==> src/rtl/ah_arb_pkg.sv <==
// Shared definitions for the LRU arbiter family: requester count, index-width
// helper and the protocol-error cause encoding used by the response router checker.
package ah_arb_pkg;

  localparam int AH_ARB_N = 7;

  // Smallest r with 2**r >= value; usable in constant expressions.
  function automatic int clog2(input int value);
    int r;
    r = 0;
    for (int i = 0; i < 31; i++) begin
      if ((1 << i) < value) r = i + 1;
    end
    return r;
  endfunction

  typedef enum logic [1:0] {
    ERR_NONE   = 2'd0,
    ERR_ONEHOT = 2'd1,
    ERR_OVF    = 2'd2,
    ERR_UNF    = 2'd3
  } err_cause_t;

endpackage

==> src/rtl/ah_lru_rsp_router_if.sv <==
// Grant-side and response-side signal bundle between the arbiter/shared resource,
// the response router (slave) and the requesters.
interface ah_lru_rsp_router_if #(
  parameter int N     = ah_arb_pkg::AH_ARB_N,
  parameter int DEPTH = 8,
  parameter int DW    = 32
);
  localparam int CW = ah_arb_pkg::clog2(DEPTH + 1);

  logic [N-1:0]  gnt;
  logic          gnt_accept;
  logic [N-1:0]  gnt_busy;
  logic          rsp_vld;
  logic          rsp_rdy;
  logic [DW-1:0] rsp_data;
  logic [N-1:0]  rsp_vld_out;
  logic [N-1:0]  rsp_rdy_in;
  logic [DW-1:0] rsp_data_out;
  logic [CW-1:0] outstanding;
  logic          err;

  modport slave (
    input  gnt, gnt_accept, rsp_vld, rsp_data, rsp_rdy_in,
    output gnt_busy, rsp_rdy, rsp_vld_out, rsp_data_out, outstanding, err
  );

  modport master (
    output gnt, gnt_accept, rsp_vld, rsp_data, rsp_rdy_in,
    input  gnt_busy, rsp_rdy, rsp_vld_out, rsp_data_out, outstanding, err
  );

endinterface

==> src/rtl/ah_onehot2bin.sv <==
// One-hot to binary index encoder; when several bits are set the lowest one wins.
module ah_onehot2bin
  import ah_arb_pkg::*;
#(
  parameter int N  = AH_ARB_N,
  parameter int IW = clog2(N)
) (
  input  logic [N-1:0]  onehot,
  output logic [IW-1:0] bin
);

  // Scan from the top so the last (lowest) set bit overwrites any higher one.
  always_comb begin
    bin = '0;
    for (int i = N - 1; i >= 0; i--) begin
      if (onehot[i]) bin = IW'(i);
    end
  end

endmodule

==> src/rtl/ah_lru_rsp_router.sv <==
// In-order response router for the LRU arbiter: a tag FIFO of granted requesters
// steers responses back. Define AH_LRU_RSP_ROUTER_CHK_EN to build the sticky err checker.
module ah_lru_rsp_router
  import ah_arb_pkg::*;
#(
  parameter int N     = AH_ARB_N,
  parameter int DEPTH = 8,
  parameter int DW    = 32
) (
  input logic                clk,
  input logic                rstn,
  ah_lru_rsp_router_if.slave bus
);

  localparam int IW = clog2(N);
  localparam int PW = clog2(DEPTH);
  localparam int CW = clog2(DEPTH + 1);

  logic [PW-1:0] wr_ptr_q, wr_ptr_d;
  logic [PW-1:0] rd_ptr_q, rd_ptr_d;
  logic [CW-1:0] count_q, count_d;
  logic [IW-1:0] tag_mem_q [DEPTH];
  logic [IW-1:0] gnt_idx;
  logic [IW-1:0] head;
  logic          full;
  logic          empty;
  logic          push;
  logic          pop;

  ah_onehot2bin #(.N(N), .IW(IW)) u_gnt_enc (
    .onehot (bus.gnt),
    .bin    (gnt_idx)
  );

  // Fullness comes from the registered count, so a same-cycle pop never frees a slot early.
  assign full  = (count_q == CW'(DEPTH));
  assign empty = (count_q == '0);
  assign push  = bus.gnt_accept & (|bus.gnt) & ~full;
  assign head  = tag_mem_q[rd_ptr_q];
  assign pop   = bus.rsp_vld & bus.rsp_rdy;

  assign bus.rsp_rdy      = ~empty & bus.rsp_rdy_in[head];
  assign bus.gnt_busy     = {N{full}};
  assign bus.rsp_data_out = bus.rsp_data;
  assign bus.outstanding  = count_q;

  for (genvar gi = 0; gi < N; gi++) begin : g_route
    assign bus.rsp_vld_out[gi] = bus.rsp_vld & ~empty & (head == IW'(gi));
  end

  always_comb begin
    wr_ptr_d = wr_ptr_q;
    rd_ptr_d = rd_ptr_q;
    count_d  = count_q;
    if (push) wr_ptr_d = wr_ptr_q + PW'(1);
    if (pop)  rd_ptr_d = rd_ptr_q + PW'(1);
    case ({push, pop})
      2'b10:   count_d = count_q + CW'(1);
      2'b01:   count_d = count_q - CW'(1);
      default: count_d = count_q;
    endcase
  end

  always_ff @(posedge clk or negedge rstn) begin
    if (!rstn) begin
      wr_ptr_q <= '0;
      rd_ptr_q <= '0;
      count_q  <= '0;
    end else begin
      wr_ptr_q <= wr_ptr_d;
      rd_ptr_q <= rd_ptr_d;
      count_q  <= count_d;
    end
  end

  // Tag storage needs no reset: entries are only read while count is nonzero.
  always_ff @(posedge clk) begin
    if (push) tag_mem_q[wr_ptr_q] <= gnt_idx;
  end

`ifdef AH_LRU_RSP_ROUTER_CHK_EN
  err_cause_t err_cause_q, err_cause_d;
  logic       unf_seen_q, unf_seen_d;
  logic       multi_hot;

  assign multi_hot = |(bus.gnt & (bus.gnt - N'(1)));

  // First cause wins and is held until reset.
  always_comb begin
    err_cause_d = err_cause_q;
    unf_seen_d  = bus.rsp_vld & empty;
    if (err_cause_q == ERR_NONE) begin
      if (bus.gnt_accept & multi_hot)
        err_cause_d = ERR_ONEHOT;
      else if (bus.gnt_accept & (|bus.gnt) & full)
        err_cause_d = ERR_OVF;
      else if (unf_seen_q & bus.rsp_vld & empty)
        err_cause_d = ERR_UNF;
    end
  end

  always_ff @(posedge clk or negedge rstn) begin
    if (!rstn) begin
      err_cause_q <= ERR_NONE;
      unf_seen_q  <= 1'b0;
    end else begin
      err_cause_q <= err_cause_d;
      unf_seen_q  <= unf_seen_d;
    end
  end

  assign bus.err = (err_cause_q != ERR_NONE);
`else
  assign bus.err = 1'b0;
`endif

endmodule
==> src/flat_wrapper.sv <==
// flat-port wrapper written by rule: the top's interface ports become plain ports
module ah_lru_rsp_router_flat import ah_arb_pkg::*;
#(
  parameter int N     = AH_ARB_N,
  parameter int DEPTH = 8,
  parameter int DW    = 32
)
  (clk, rstn, bus_gnt, bus_gnt_accept, bus_rsp_vld, bus_rsp_data, bus_rsp_rdy_in, bus_gnt_busy, bus_rsp_rdy, bus_rsp_vld_out, bus_rsp_data_out, bus_outstanding, bus_err);
  ah_lru_rsp_router_if #(.N(N), .DEPTH(DEPTH), .DW(DW)) bus_i ();
  input logic clk;
  input logic rstn;
  input wire logic [$bits(bus_i.gnt)-1:0] bus_gnt;
  input wire logic [$bits(bus_i.gnt_accept)-1:0] bus_gnt_accept;
  input wire logic [$bits(bus_i.rsp_vld)-1:0] bus_rsp_vld;
  input wire logic [$bits(bus_i.rsp_data)-1:0] bus_rsp_data;
  input wire logic [$bits(bus_i.rsp_rdy_in)-1:0] bus_rsp_rdy_in;
  output wire logic [$bits(bus_i.gnt_busy)-1:0] bus_gnt_busy;
  output wire logic [$bits(bus_i.rsp_rdy)-1:0] bus_rsp_rdy;
  output wire logic [$bits(bus_i.rsp_vld_out)-1:0] bus_rsp_vld_out;
  output wire logic [$bits(bus_i.rsp_data_out)-1:0] bus_rsp_data_out;
  output wire logic [$bits(bus_i.outstanding)-1:0] bus_outstanding;
  output wire logic [$bits(bus_i.err)-1:0] bus_err;
  assign bus_i.gnt = bus_gnt;
  assign bus_i.gnt_accept = bus_gnt_accept;
  assign bus_i.rsp_vld = bus_rsp_vld;
  assign bus_i.rsp_data = bus_rsp_data;
  assign bus_i.rsp_rdy_in = bus_rsp_rdy_in;
  assign bus_gnt_busy = bus_i.gnt_busy;
  assign bus_rsp_rdy = bus_i.rsp_rdy;
  assign bus_rsp_vld_out = bus_i.rsp_vld_out;
  assign bus_rsp_data_out = bus_i.rsp_data_out;
  assign bus_outstanding = bus_i.outstanding;
  assign bus_err = bus_i.err;
  ah_lru_rsp_router #(.N(N), .DEPTH(DEPTH), .DW(DW)) u_core (.clk(clk), .rstn(rstn), .bus(bus_i));
endmodule
==> config.mk <==
export PLATFORM = sky130hd
export DESIGN_NAME = ah_lru_rsp_router_flat
export DESIGN_NICKNAME = d
export VERILOG_FILES = /design/src/rtl/ah_arb_pkg.sv /design/src/rtl/ah_lru_rsp_router_if.sv /design/src/rtl/ah_onehot2bin.sv /design/src/rtl/ah_lru_rsp_router.sv /design/src/flat_wrapper.sv
export SDC_FILE = /design/constraint.sdc
export NUM_CORES = 1
export LEC_CHECK = 0
export ABC_AREA = 1
export CAP_MARGIN = 5
export CELL_PAD_IN_SITES_DETAIL_PLACEMENT = 1
export CELL_PAD_IN_SITES_GLOBAL_PLACEMENT = 1
export CORE_MARGIN = 3
export CORE_UTILIZATION = 32
export CTS_CLUSTER_SIZE = 16
export DETAILED_ROUTE_END_ITERATION = 12
export PLACE_DENSITY_LB_ADDON = 0.12
export SETUP_SLACK_MARGIN = 0.1
export SYNTH_ARGS = -nofsm -noshare
export SYNTH_HDL_FRONTEND = slang
export SYNTH_HIERARCHICAL = 1
export SYNTH_SLANG_ARGS = --single-unit
==> constraint.sdc <==
create_clock -name clk -period 6.2 [get_ports clk]
set_clock_uncertainty 0.2 [all_clocks]
set_input_delay 0.93 -clock clk [delete_from_list [all_inputs] [get_ports clk]]
set_output_delay 0.93 -clock clk [all_outputs]
set_load 0.005 [all_outputs]
==> out/summary.txt <==
status -> complete, no violations
CTS H-tree lvls -> 2
DRT Pass-1 Iters -> 4
Antenna Nets Post-Route -> 0
share of the synthesized area in the top cell type -> 32.52%
Clock Tree Buf Depth -> 2
first-pass GRT wire length -> 7.072 mm
Worst Setup Path Type -> input port to output port
DR WL/cell -> 12.71 um
Util after Layout -> 37.24%
CP max FO -> 6
leading area contributor after synthesis -> edfxtp_1
dpl hpwl -> 3.523 mm
Worst VDD drop -> 0.2468 mV
Slew @ Worst Pin -> 0.8336 ns
Sink Count -> 34
Synth Cell Area -> 0.002216 sq mm
IO Count -> 102
static leakage -> 1.084 nW
yosys warns -> 6
asr flop ratio synth -> 29.41%
largest net degree at the start of global routing -> 16
CTS buffer count -> 5
RSZ-0062 raised after global routing -> no
Setup crit end kind -> output port
antenna violations before repair -> 0
CTS tree -> yes
most common cell in the netlist -> nand2_1
WP data required -> 5.07 ns
vias per inst -> 4.525
share of cells above drive strength 1 -> 9.542%
CTS Hold Bufs -> 0
Fin Hold WS -> 0.3318 ns
Overflow after GRT -> 0
drt total wl -> 4.307 mm
Clk Latency, worst-skew pair -> 0.27 ns
Post-Syn Nets -> 318
final setup margin -> 2.343 ns
std cell rows -> 29
vias in the first global route -> 1540
Resize count post-CTS -> 0
Core Region -> 0.006531 sq mm
Die ar. -> 0.007959 sq mm
pre-CTS setup slack -> 2.293 ns
Crit path arrival time -> 2.73 ns
Max Clk Rate -> 0.2592 GHz
GP Congestion -> 0.6966
Mapped Cells -> 262
Worst setup SP type -> input port
power per cell area -> 470.3 mW/mm^2
Finished Cell Area -> 0.002432 sq mm
final hold vios -> 0
fin crit share -> 62.22%
via count -> 1534
All-Layer GR Usage -> 11.62%
leading post-synthesis cells by cell area -> edfxtp_1, buf_4, nand2_1
PortBufs -> 36
Synth-to-Final Area Change -> 9.768%
Synth Register Bits -> 34
Die Y -> 89.22 um
Die Wd -> 89.22 um
hold path cells -> 1
Diodes inserted -> 0
initial core utilization -> 33.93%
DRC Markers -> 0
clock slew at reported path FFs -> 0.07 ns
EDFF count, synth -> 24
Synth Area per Inst -> 8.458 sq um
top post-synthesis cells by count -> nand2_1, buf_4, inv_1, edfxtp_1, nor2_1
placed cell areas -> 0.002341 sq mm
setup bufs post-CTS -> 0
R2R cell count -> 21
max cap viols -> 0
Yosys cell types -> 29
Final Setup Violations -> 0
total negative slack -> 0 ns
Slew Limit Fails -> 0
register area share after synthesis -> 43.82%
Root Driver -> clkbuf_8
HP Class -> flop to flop
top_reg_cell synth -> edfxtp_1
fin crit period -> 3.857 ns
relative slew slack -> 44.00%
DR iter-0 viols -> 26
# nets final -> 317
## worst paths after layout
kind / startpoint / slack (ns) / endpoint
max in group asynchronous: rstn / 4.70 / u_core/wr_ptr_q[2]
min: u_core/bus.outstanding[0] / 0.33 / u_core/bus.outstanding[0]
max: bus_rsp_vld / 2.34 / bus_rsp_vld_out[3]
min in group asynchronous: rstn / 0.77 / u_core/bus.outstanding[1]
min reg2reg: u_core/bus.outstanding[0] / 0.33 / u_core/bus.outstanding[0]
max reg2reg: u_core/rd_ptr_q[0] / 2.73 / u_core/bus.outstanding[3]
## layer usage
metal / track usage, % / vias up / share of wire [%]
li1: - / 787 / -
met3: 2.673 / 4 / 6.1
met5: 0 / - / 0
met4: 4.601 / 0 / 1.1
met2: 19.29 / 53 / 46
met1: 14.64 / 690 / 47
## layout by cell type (no fill, tap or decap), drive strengths merged, types with 2 or more instances in the layout
cell,synthesis,layout
nand2,77,77
clkdlybuf4s50,0,36
nand3,14,14
nor2,23,23
o21ai,3,3
clkbuf,0,7
or2,2,2
a21oi,6,6
ha,5,5
xor2,4,4
edfxtp,24,24
a22o,2,2
nand4,3,3
nand3b,2,2
inv,32,32
dfrtp,10,10
nor3,6,6
## layout make-up
cell class | count | area [sq um]
fillers | 793 | 4099
flip-flops and latches | 34 | 970.9
inverters | 32 | 120.1
multi-input cells | 152 | 793.3
clock inverters | 1 | 5.005
clock buffers | 7 | 86.33
repair buffers | 36 | 360.3
well taps | 77 | 96.34
## sequential cells by signal, indices dropped and copies added, names as in the netlist
name,cells
u_core/bus.outstanding,4
u_core/wr_ptr_q,3
u_core/tag_mem_q,24
u_core/rd_ptr_q,3
## per-stage QoR
stage / power, mW / std cells
2_1_floorplan: 0.8290 / 262
3_3_place_gp: 0.9968 / 331
3_5_place_dp: 1.003 / 331
4_1_cts: 1.172 / 339
5_1_grt: 1.272 / 339
6_report: 1.144 / 339
## where the power goes
part	total, mW	internal, mW	switching [mW]
clock network	0.159	0.0894	0.0698
registers	0.365	0.304	0.0614
logic	0.620	0.268	0.351
total	1.14	0.662	0.483
## kinds of logic (layout without fill, tap and decap cells)
family	Yosys count	in the layout	share of synthesized area (%)
AOI/OAI and AO/OA	12	12	3.162
other	1	1	0.1692
DFF	34	34	43.82
and+or+nand+nor	128	128	26.77
xor gates and xnor gates	5	5	1.976
buffers and inverters	76	76	20.38
adders and majority gates	6	6	3.727
## worst max-delay path, cell delays in order
cell             delay (ns)
clkdlybuf4s50_1        0.45
inv_1                  0.04
nor2_1                 0.39
nand2_1                0.19
nor3_1                 0.19
clkdlybuf4s50_1        0.54
Note: power is estimated with default switching activity, not from simulation.
